File: src/rtl/instr_fetch.sv
// Instruction fetch unit: owns the program counter, drives the registered-read
// instruction memory, tracks the single in-flight read and buffers returned
// words in a 2-entry queue towards decode.
//
// Handshake (decode side): if_valid/if_instr/if_pc are presented while a word
// sits at the queue head; a transfer happens on any posedge where
// if_valid && if_ready. if_instr/if_pc stay stable while if_valid && !if_ready.
module instr_fetch #(
   parameter logic [15:0] RESET_PC = 16'h0000
) (
   input  logic        clk,
   input  logic        rst,
   output logic [15:0] imem_pc,
   input  logic [31:0] imem_instr,
   input  logic        redirect_valid,
   input  logic [15:0] redirect_pc,
   output logic        if_valid,
   output logic [31:0] if_instr,
   output logic [15:0] if_pc,
   input  logic        if_ready
);

   logic [15:0] fetch_pc;
   logic        inflight;
   logic [15:0] inflight_pc;

   // Queue head is always entry 0; entry 1 only holds data when count == 2.
   logic [31:0] q0_instr;
   logic [15:0] q0_pc;
   logic [31:0] q1_instr;
   logic [15:0] q1_pc;
   logic [1:0]  count;

   logic        pop;
   logic        push;
   logic        issue;
   logic [1:0]  occ;
   logic [1:0]  occ_after_pop;

   // Handshake and credit decisions for this cycle.
   always_comb begin
      pop           = (count != 2'd0) && if_ready;
      push          = inflight && !redirect_valid;
      occ           = count + {1'b0, inflight};
      occ_after_pop = occ - {1'b0, pop};
      // Only issue when the response is guaranteed a queue slot.
      issue         = !redirect_valid && (occ_after_pop < 2'd2);
   end

   // Program counter and in-flight read tracking.
   always_ff @(posedge clk) begin
      if (rst) begin
         fetch_pc    <= RESET_PC;
         inflight    <= 1'b0;
         inflight_pc <= 16'h0000;
      end else if (redirect_valid) begin
         fetch_pc    <= {redirect_pc[15:2], 2'b00};
         inflight    <= 1'b0;
      end else if (issue) begin
         fetch_pc    <= fetch_pc + 16'd4;
         inflight    <= 1'b1;
         inflight_pc <= fetch_pc;
      end else begin
         // Memory rereads the same word; that result is never pushed.
         inflight    <= 1'b0;
      end
   end

   // Two-entry output queue with simultaneous push/pop support.
   always_ff @(posedge clk) begin
      if (rst) begin
         q0_instr <= 32'h0;
         q0_pc    <= 16'h0;
         q1_instr <= 32'h0;
         q1_pc    <= 16'h0;
         count    <= 2'd0;
      end else if (redirect_valid) begin
         // A concurrent pop is still taken by decode; everything else is dropped.
         count    <= 2'd0;
      end else begin
         case ({push, pop})
            2'b10: begin
               if (count == 2'd0) begin
                  q0_instr <= imem_instr;
                  q0_pc    <= inflight_pc;
               end else begin
                  q1_instr <= imem_instr;
                  q1_pc    <= inflight_pc;
               end
               count <= count + 2'd1;
            end
            2'b01: begin
               q0_instr <= q1_instr;
               q0_pc    <= q1_pc;
               count    <= count - 2'd1;
            end
            2'b11: begin
               if (count == 2'd1) begin
                  q0_instr <= imem_instr;
                  q0_pc    <= inflight_pc;
               end else begin
                  q0_instr <= q1_instr;
                  q0_pc    <= q1_pc;
                  q1_instr <= imem_instr;
                  q1_pc    <= inflight_pc;
               end
            end
            default: ;
         endcase
      end
   end

   // Outputs come straight from registers.
   always_comb begin
      imem_pc  = fetch_pc;
      if_valid = (count != 2'd0);
      if_instr = q0_instr;
      if_pc    = q0_pc;
   end

endmodule

File: config.mk
export PLATFORM = sky130hd
export DESIGN_NAME = instr_fetch
export DESIGN_NICKNAME = d
export VERILOG_FILES = /design/src/rtl/instr_fetch.sv
export SDC_FILE = /design/constraint.sdc
export NUM_CORES = 1
export LEC_CHECK = 0
export ABC_AREA = 1
export CORE_MARGIN = 4
export CORE_UTILIZATION = 48
export DETAILED_ROUTE_END_ITERATION = 8
export GPL_ROUTABILITY_DRIVEN = 0
export GPL_TIMING_DRIVEN = 0
export PLACE_DENSITY = 0.8
export SYNTH_ARGS = -nofsm -noshare
export SYNTH_HDL_FRONTEND = slang
export SYNTH_SLANG_ARGS = --single-unit
File: constraint.sdc
create_clock -name clk -period 3 [get_ports clk]
set_input_delay 0.45 -clock clk [delete_from_list [all_inputs] [get_ports clk]]
set_output_delay 0.45 -clock clk [all_outputs]
set_load 0.02 [all_outputs]
==> metrics list, run 1 <==
* Result of the run: completed
- In this run, post-CTS repair resized a total of 0 instances.
* Via-per-instance ratio: 5.668
- Worst EP arrival: between 2 and 3 ns
* Post-CTS Setup Bufs: 0
* Number of top-level design ports: approximately 120
* Hold-fix buffers at CTS: 0
- Counting buffers and inverters, the worst setup path is 16 cells deep.
* Initial antenna violation count: 0
* Floorplan die height: 115.5 microns
* Required time of the critical path: 3.34 ns
- Counting both buffers and inverters, the worst setup path holds a total of 5.
- Remaining antenna violation count after routing: 0
- HPWL reported at the end of detailed placement: 11610 microns
* CTS root buffer: sky130_fd_sc_hd__clkbuf_16
- Yosys mapped a number of flops with a built-in enable equal to 0.
- The average instance in the mapped netlist occupies about 7.8 sq um.
- TritonCTS built the clock tree.
- The worst setup path is captured at a flip-flop.
- Crit path launch: count[0]$_SDFFE_PP0P_
- Compared with the post-synthesis result, the final layout area differs by 32.99%.
* Metal-1 WL: 6894 microns
- The setup check on the worst reg-to-reg path leaves a slack of roughly 0.42 ns.
- Total negative setup slack: 0 ns
- In this run, synthesis produced a sequential element count of ~120.
- Number of setup violations in the final report: 0
- The routed design uses 1166 microns of met3 wire.
- Fill cells in the final layout number 938.
* Multiplexer share of the synthesized area: 0
* Cell breakdown of the critical path: inv_1 -> ha_1 -> inv_2 -> nand2_4 -> inv_1 -> buf_2 -> ha_1 -> nor2_1 -> nand3_2 -> nand2_4 -> nand2_4 -> inv_2 -> nand2_1 -> nand2_1 -> nand2_1 -> o21ai_1
- WL/cell: 16.59 microns
- Of the post-synthesis cell area, the dominant cell type holds 0.4437.
- DRC errors left: 0
- Period Utilization, post-route: 0.8593
* Cell Count Post-Placement: 961
* Total grt overflow: 0
- DRT Wirelength: 16460 microns
- Clock sink count: 123
- Compound-Gate Fraction of Synth Area: 0.2843
* Final Hold Vio Count: 0
- In the post-route analysis, the smallest setup slack over all paths is 0.4222 ns.
- Die area: about 13000 sq um
* Simple-gate area share of the yosys netlist: 0.1306
- After synthesis, the cell types taking the most area are sky130_fd_sc_hd__dfxtp_1, sky130_fd_sc_hd__a21oi_1, sky130_fd_sc_hd__o21ai_0.
- After synthesis, the largest family of logic cells by area is compound AO/OA/AOI/OAI gates.
* Startpoint type of the worst setup path: flip-flop
* Hold Path Cell Cnt: 2
- Excluding fillers, the count of instances in the completed layout stands at between 900 and 1000.
* Area of the core: 11370 sq um
- The routed layout has 5623 vias.
- In the final layout, the share of cells above drive strength 1 is 0.1084.
- Initial Util: 0.4881
- Total power: approximately 4.4 mW
- Number of slew-limit violations in the final report: 0
* Critical path class: reg2reg
- Register area share after synthesis: 0.4437
* Final Skew: 0.007004 ns
- The tool flagged a number of max-cap violations equal to 0.
* Crit-path leading delay family: simple AND/OR/NAND/NOR gates
- Timing would allow up to 0.3879 GHz.
- R2R cell count: 16
- Clock transition at the registers of the reported paths: 0.05 ns
- The count of buffers added on input and output ports is 108.
- Summed over all nets, wire length on met2 after detailed routing comes to roughly 8000 microns.
- The worst-case IR drop observed on VDD is around 0.38 mV.
* Total of warnings raised by yosys: 0
- The final layout contains 898 nets.
- Worst slack at placement: 0.2774 ns
- Iteration count of the initial detailed-routing pass: 5
* Min Clock Period, post-route: 2.578 ns
- H-tree levels: 4
- Setup repair after global routing left no endpoint under its margin.
- The largest total area in the synthesized netlist belongs to sky130_fd_sc_hd__dfxtp_1.
* Number of distinct standard cells referenced by the synthesized netlist: 31
- The largest individual stage delay along the critical path comes from the cell sky130_fd_sc_hd__dfxtp_1.
- Ant diodes: 0
- Leading cell type by number of instances after synthesis: sky130_fd_sc_hd__dfxtp_1
- In this run the top signal layer used is met4.
- Main synth FF type: sky130_fd_sc_hd__dfxtp_1
- Worst Path Max Fanout: 13
- Ys async rst share: 0
- Maximum number of pins on one net before global-route repair: 17
- Tightest Hold Check Type: in2reg
- At the later pin of the worst-skew pair, clock insertion delay measures 0.41 ns.
- Largest stage delay, worst path: 0.36 ns
- Synth Area in XOR/XNOR: 0.01105
* Vias in the first global route: 5504
- For this design the static power due to leakage is 3.000 nW.
- Of the total synthesized cell area, the portion taken by full adders, half adders and majority gates is 0.02029.
- Cell area after synthesis: between 5000 and 6000 sq um
* Worst reg2reg startpoint: count[0]$_SDFFE_PP0P_
- In this run the deepest clock path goes through 2 buffers.
* Cells after Synth: 707
- The first global-routing pass estimated 26480 microns of wire.
* Worst reg2reg endpoint: imem_pc[11]$_SDFFE_PP0P_
* Count of routing violations after the opening detailed-route iteration: 601
- The critical path ends at imem_pc[11]$_SDFFE_PP0P_.
- Most frequent cells after synthesis: sky130_fd_sc_hd__dfxtp_1, sky130_fd_sc_hd__a21oi_1, sky130_fd_sc_hd__o21ai_0, sky130_fd_sc_hd__inv_1, sky130_fd_sc_hd__nand2_1
- Horizontal die dimension: 115.5 microns
* Total routing resource utilization after global routing: 0.2458
- Total CTS buffers: 17
- Row generation in the floorplan step produced 39 rows.
- Power per cell area: 596.0 nW/um^2
stage by stage:
stage / area [sq um] / utilization / hold WS, ns
final: 7380 / 0.6491 / 0.3562
after global routing: 7380 / 0.6491 / 0.3821
after CTS: 7380 / 0.6491 / 0.3550
after detailed placement: 6820 / 0.5999 / 0.4733
after global placement: 6820 / 0.5999 / 0.4664
after floorplan: 5560 / - / 0.4469
where the power goes:
group          switching, mW  total (mW)  internal (mW)
sequential            0.0704        1.81           1.74
clock                  0.736        1.95           1.21
combinational          0.363       0.644          0.281
total                   1.17        4.40           3.23
worst min-delay path by stage:
stage                           startpoint                           to  slack, ns
2_1_floorplan  inflight_pc[2]$_SDFFE_PP0P_  inflight_pc[2]$_SDFFE_PP0P_       0.45
3_3_place_gp      q1_instr[7]$_SDFFE_PP0P_     if_instr[7]$_SDFFE_PP0P_       0.47
3_5_place_dp         q1_pc[8]$_SDFFE_PP0P_        if_pc[8]$_SDFFE_PP0P_       0.47
4_1_cts                                rst     imem_pc[15]$_SDFFE_PP0P_       0.36
5_1_grt                                rst     imem_pc[12]$_SDFFE_PP0P_       0.38
6_report                               rst     imem_pc[12]$_SDFFE_PP0P_       0.36
logic make-up (layout without fill, tap and decap cells):
| group | Yosys count | after routing |
|---|---|---|
| flip-flops | 123 | 123 |
| other | 1 | 4 |
| buffers and inverters | 129 | 268 |
| AND/OR/NAND/NOR | 153 | 153 |
| AO/OA/AOI/OAI | 285 | 285 |
| adder cells (fa/ha/maj) | 9 | 9 |
| XOR/XNOR | 7 | 7 |
state kept, by name, indices dropped and copies added (netlist names):
register	flops
count	2
q1_pc	14
q1_instr	32
imem_pc	14
inflight_pc	14
inflight	1
if_pc	14
if_instr	32
cell usage in the layout, fill, tap and decap left out, types with 2 or more instances in the layout:
master,netlist,final
sky130_fd_sc_hd__a21oi_2,3,3
sky130_fd_sc_hd__o21ai_1,16,16
sky130_fd_sc_hd__ha_1,9,9
sky130_fd_sc_hd__nand2_4,3,3
sky130_fd_sc_hd__nand3_1,59,59
sky130_fd_sc_hd__nor2_1,17,17
sky130_fd_sc_hd__nand2_1,61,61
sky130_fd_sc_hd__clkbuf_16,0,17
sky130_fd_sc_hd__buf_2,23,23
sky130_fd_sc_hd__buf_4,13,13
sky130_fd_sc_hd__clkinvlp_4,0,5
sky130_fd_sc_hd__o21ai_0,97,97
sky130_fd_sc_hd__nand4_1,3,3
sky130_fd_sc_hd__clkdlybuf4s50_1,0,108
sky130_fd_sc_hd__nor2_2,2,2
sky130_fd_sc_hd__clkinv_2,0,4
sky130_fd_sc_hd__bufinv_16,0,2
sky130_fd_sc_hd__clkbuf_1,13,15
sky130_fd_sc_hd__buf_6,6,6
sky130_fd_sc_hd__a21oi_1,113,113
sky130_fd_sc_hd__nand3_2,4,4
sky130_fd_sc_hd__o21a_1,45,45
sky130_fd_sc_hd__conb_1,1,4
sky130_fd_sc_hd__a31oi_1,7,7
sky130_fd_sc_hd__dfxtp_1,123,123
sky130_fd_sc_hd__xor2_1,7,7
sky130_fd_sc_hd__inv_2,5,5
sky130_fd_sc_hd__inv_1,69,69
area by class of cell:
class | instances | area, sq um | share of cell area
flip-flops and latches | 123 | 2462 | 0.3337
well taps | 143 | 178.9 | 0.02425
clock inverters | 12 | 126.4 | 0.01712
multi-input cells | 458 | 2491 | 0.3376
repair buffers | 108 | 1081 | 0.1465
clock buffers | 19 | 432.9 | 0.05866
plain buffers | 55 | 329.1 | 0.04459
inverters | 74 | 277.8 | 0.03764
per-layer routing:
| layer | track usage | up-vias |
|---|---|---|
| met3 | 0.05274 | 46 |
| met2 | 0.4128 | 254 |
| li1 | - | 2652 |
| met1 | 0.3146 | 2671 |
| met5 | 0 | - |
| met4 | 0.08372 | 0 |
Power figures use the tool's default switching activity.
==> run 2, diff against run 1 <==
--- a/config.mk
+++ b/config.mk
@@ -6,12 +6,14 @@
 export NUM_CORES = 1
 export LEC_CHECK = 0
 export ABC_AREA = 1
+export CELL_PAD_IN_SITES_DETAIL_PLACEMENT = 0
+export CELL_PAD_IN_SITES_GLOBAL_PLACEMENT = 2
 export CORE_MARGIN = 4
-export CORE_UTILIZATION = 48
+export CORE_UTILIZATION = 29
 export DETAILED_ROUTE_END_ITERATION = 8
 export GPL_ROUTABILITY_DRIVEN = 0
 export GPL_TIMING_DRIVEN = 0
-export PLACE_DENSITY = 0.8
+export PLACE_DENSITY = 0.83
 export SYNTH_ARGS = -nofsm -noshare
 export SYNTH_HDL_FRONTEND = slang
 export SYNTH_SLANG_ARGS = --single-unit
==> run 2 against run 1 <==
Net effect:
- register-to-register slack hardly changed
- cell area up 1.7%
- non-clock buffer count unchanged
- die area is 60% higher
- final cell count rose by 9.3%
- combinational power hardly changed
- clock power about the same
- total power grew 0.81%
==> metrics list, run 2 (synthesis gave the netlist of run 1 again) <==
- Peak supply drop: 0.4681 mV
- Met1 demand-to-capacity share in global routing: 0.2291
- The run finished with clean final reports.
- Setup repair after global routing missed its margin: false
- OpenSTA, run right after detailed placement, puts the worst setup slack at 0.2008 ns.
* DRC errors left: 0
* Total routing resource utilization after global routing: 0.1664
* WL/cell: 16.25 microns
- In this run the vertical extent of the chip is 146.3 microns.
- Dividing the final minimum period by the clock period gives 0.8615.
- Cell area after layout: 7502 sq um
- The analysis attributes to cell leakage a power of around 3.0 nW.
* Final Hold Vio Count: 0
* Number of slew-limit violations in the final report: 0
- Crit path launch: count[0]$_SDFFE_PP0P_
- Count of buffers inserted at the top-level ports: roughly 110
- Power per cell area: 591.0 nW/um^2
* CTS tree: done
- STA classifies the critical path endpoint as a flip-flop.
- Maximum number of pins on one net before global-route repair: 17
* Iteration count of the initial detailed-routing pass: 5
* Most frequent cells in the layout: sky130_fd_sc_hd__dfxtp_1, sky130_fd_sc_hd__a21oi_1, sky130_fd_sc_hd__clkdlybuf4s50_1
* R2R cell count: 12
- Layout overhead on the synthesized area: 35.20%
* Source-to-sink clock delay at the later pin of the worst-skew pair: 0.43 ns
* Min Clock Period, post-route: around 2.6 ns
- Buffers inserted to repair hold after CTS numbered 0.
- For this configuration, the core starts out at a cell density of 0.2957.
* Initial antenna violation count: 0
* Hold Path Cell Cnt: 2
- HPWL reported at the end of detailed placement: 12670 microns
* Clock sink count: 123
- Startpoint type of the worst setup path: flip-flop
- Most used routing layer in global routing: met2
* Via-per-instance ratio: approximately 4.7
- Once routing completed, OpenROAD measured the worst setup slack at 0.4154 ns.
* Post-detailed-placement cell area: roughly 7000 sq um
- Met3 track utilization from global routing: 0.03228
- The region available for standard cell placement spans about 19000 sq um.
* CTS root buffer: sky130_fd_sc_hd__clkbuf_16
- Total of max-cap violations: 0
- In this run the count of I/O pins placed on the die edge is 117.
- Nets@finish: 898
- The startpoint identified for the worst register-to-register timing path is count[0]$_SDFFE_PP0P_.
* Worst Max-Slew Pin Slew: 0.5209 ns
- Number of setup violations in the final report: 0
- Clock transition at the registers of the reported paths: 0.06 ns
* Total negative setup slack: 0 ns
- The clock tree synthesis step divided the H-tree into 4 levels.
- The via count of the first global-routing pass is 5210.
* DRT Wirelength: roughly 18000 microns
* Worst EP arrival: 2.94 ns
* Cell row count: 50
- Leading cell type in the layout, fill and taps excluded: sky130_fd_sc_hd__dfxtp_1
- Of the cells placed in the final design, the portion with a size suffix greater than 1 is 0.1118.
* Critical path class: reg2reg
* Total CTS buffers: 17
- Total grt overflow: 0
* Count of routing violations after the opening detailed-route iteration: 300
- For this run, global-route usage on met2 was measured as 0.2612.
- Hold path startpoint: rst
- The die covers 21410 sq um.
- The floorplan step set the die width to 146.3 microns.
* Number of gates given a new drive strength after cts: 0
- The first global-routing pass estimated ~29000 microns of wire.
- Worst Path Max Fanout: 13
- Tightest Hold Check Type: in2reg
* Total number of vias: 5113
* Required time of the critical path: 3.35 ns
- Once detail routing completed, the nets flagged for antenna violations numbered 0.
- Across the routed clock network, the largest skew measured is 0.01478 ns.
- Max Fclk: 0.3869 GHz
* Ant diodes: 0
- In this run the deepest clock path goes through 2 buffers.
* Tightest slew margin relative to the limit: 0.6527
- Buffers added to address setup during post-CTS repair amount to 0.
## run 2: changes by cell type in the layout (fill, tap and decap cells not counted)
cell and change:
sky130_fd_sc_hd__clkinv_4 +3, sky130_fd_sc_hd__bufinv_16 -1, sky130_fd_sc_hd__clkinv_2 -3, sky130_fd_sc_hd__clkbuf_1 -2, sky130_fd_sc_hd__inv_6 +4
## run 2: stage by stage
stage | power [mW] | util | std cells | hold slack (ns)
3_5_place_dp | 2.491 | 0.3695 | 1052 | 0.4691
2_1_floorplan | 2.184 | - | 710 | 0.4469
6_report | 4.434 | 0.3997 | 1084 | 0.3591
4_1_cts | 4.473 | 0.3997 | 1084 | 0.3587
5_1_grt | 4.612 | 0.3997 | 1084 | 0.3743
3_3_place_gp | 2.491 | 0.3695 | 1052 | 0.4741
## run 2: layout make-up
| class | instances | area, sq um |
|---|---|---|
| Timing Repair Buffer | 108 | 1081 |
| Clock inverter | 15 | 142.6 |
| Multi-Input combinational cell | 458 | 2491 |
| Tap cell | 234 | 292.8 |
| Buffer | 55 | 329.1 |
| Fill cell | 1940 | 11270 |
| Inverter | 74 | 277.8 |
| Clock buffer | 17 | 425.4 |
| Sequential cell | 123 | 2462 |
## run 2: layer usage
metal,part of all wire,wire length (microns)
met3,0.038,674
met2,0.45,8000
met5,0,0
met4,0.011,201
met1,0.50,8742
## run 2: final timing paths
path / end / slack [ns]
hold reg to reg: if_instr[25]$_SDFFE_PP0P_ / 0.48
setup reg to reg: if_instr[23]$_SDFFE_PP0P_ / 0.42
setup / recovery: if_instr[23]$_SDFFE_PP0P_ / 0.42
hold / removal: imem_pc[15]$_SDFFE_PP0P_ / 0.36
## run 2: report_power, final
part           switching [mW]  internal (mW)
sequential             0.0692           1.74
combinational           0.365          0.281
clock                   0.833           1.15
total                    1.27           3.17
## run 2: critical path, stage by stage, from the launching register on
cell and delay [ns]:
sky130_fd_sc_hd__dfxtp_1 0.36, sky130_fd_sc_hd__inv_1 0.10, sky130_fd_sc_hd__ha_1 0.26, sky130_fd_sc_hd__inv_2 0.09, sky130_fd_sc_hd__nand2_4 0.07, sky130_fd_sc_hd__inv_1 0.07, sky130_fd_sc_hd__buf_2 0.28, sky130_fd_sc_hd__ha_1 0.32
sky130_fd_sc_hd__inv_1 0.11, sky130_fd_sc_hd__o21ai_4 0.26, sky130_fd_sc_hd__buf_2 0.32, sky130_fd_sc_hd__nand3_1 0.10, sky130_fd_sc_hd__a21oi_1 0.16
==> run 3, diff against run 2 <==
--- a/config.mk
+++ b/config.mk
@@ -6,6 +6,7 @@
 export NUM_CORES = 1
 export LEC_CHECK = 0
 export ABC_AREA = 1
+export CAP_MARGIN = 20
 export CELL_PAD_IN_SITES_DETAIL_PLACEMENT = 0
 export CELL_PAD_IN_SITES_GLOBAL_PLACEMENT = 2
 export CORE_MARGIN = 4
==> results of run 3 <==
Same layout as run 2: the final DEF is identical, and so are final timing and power.
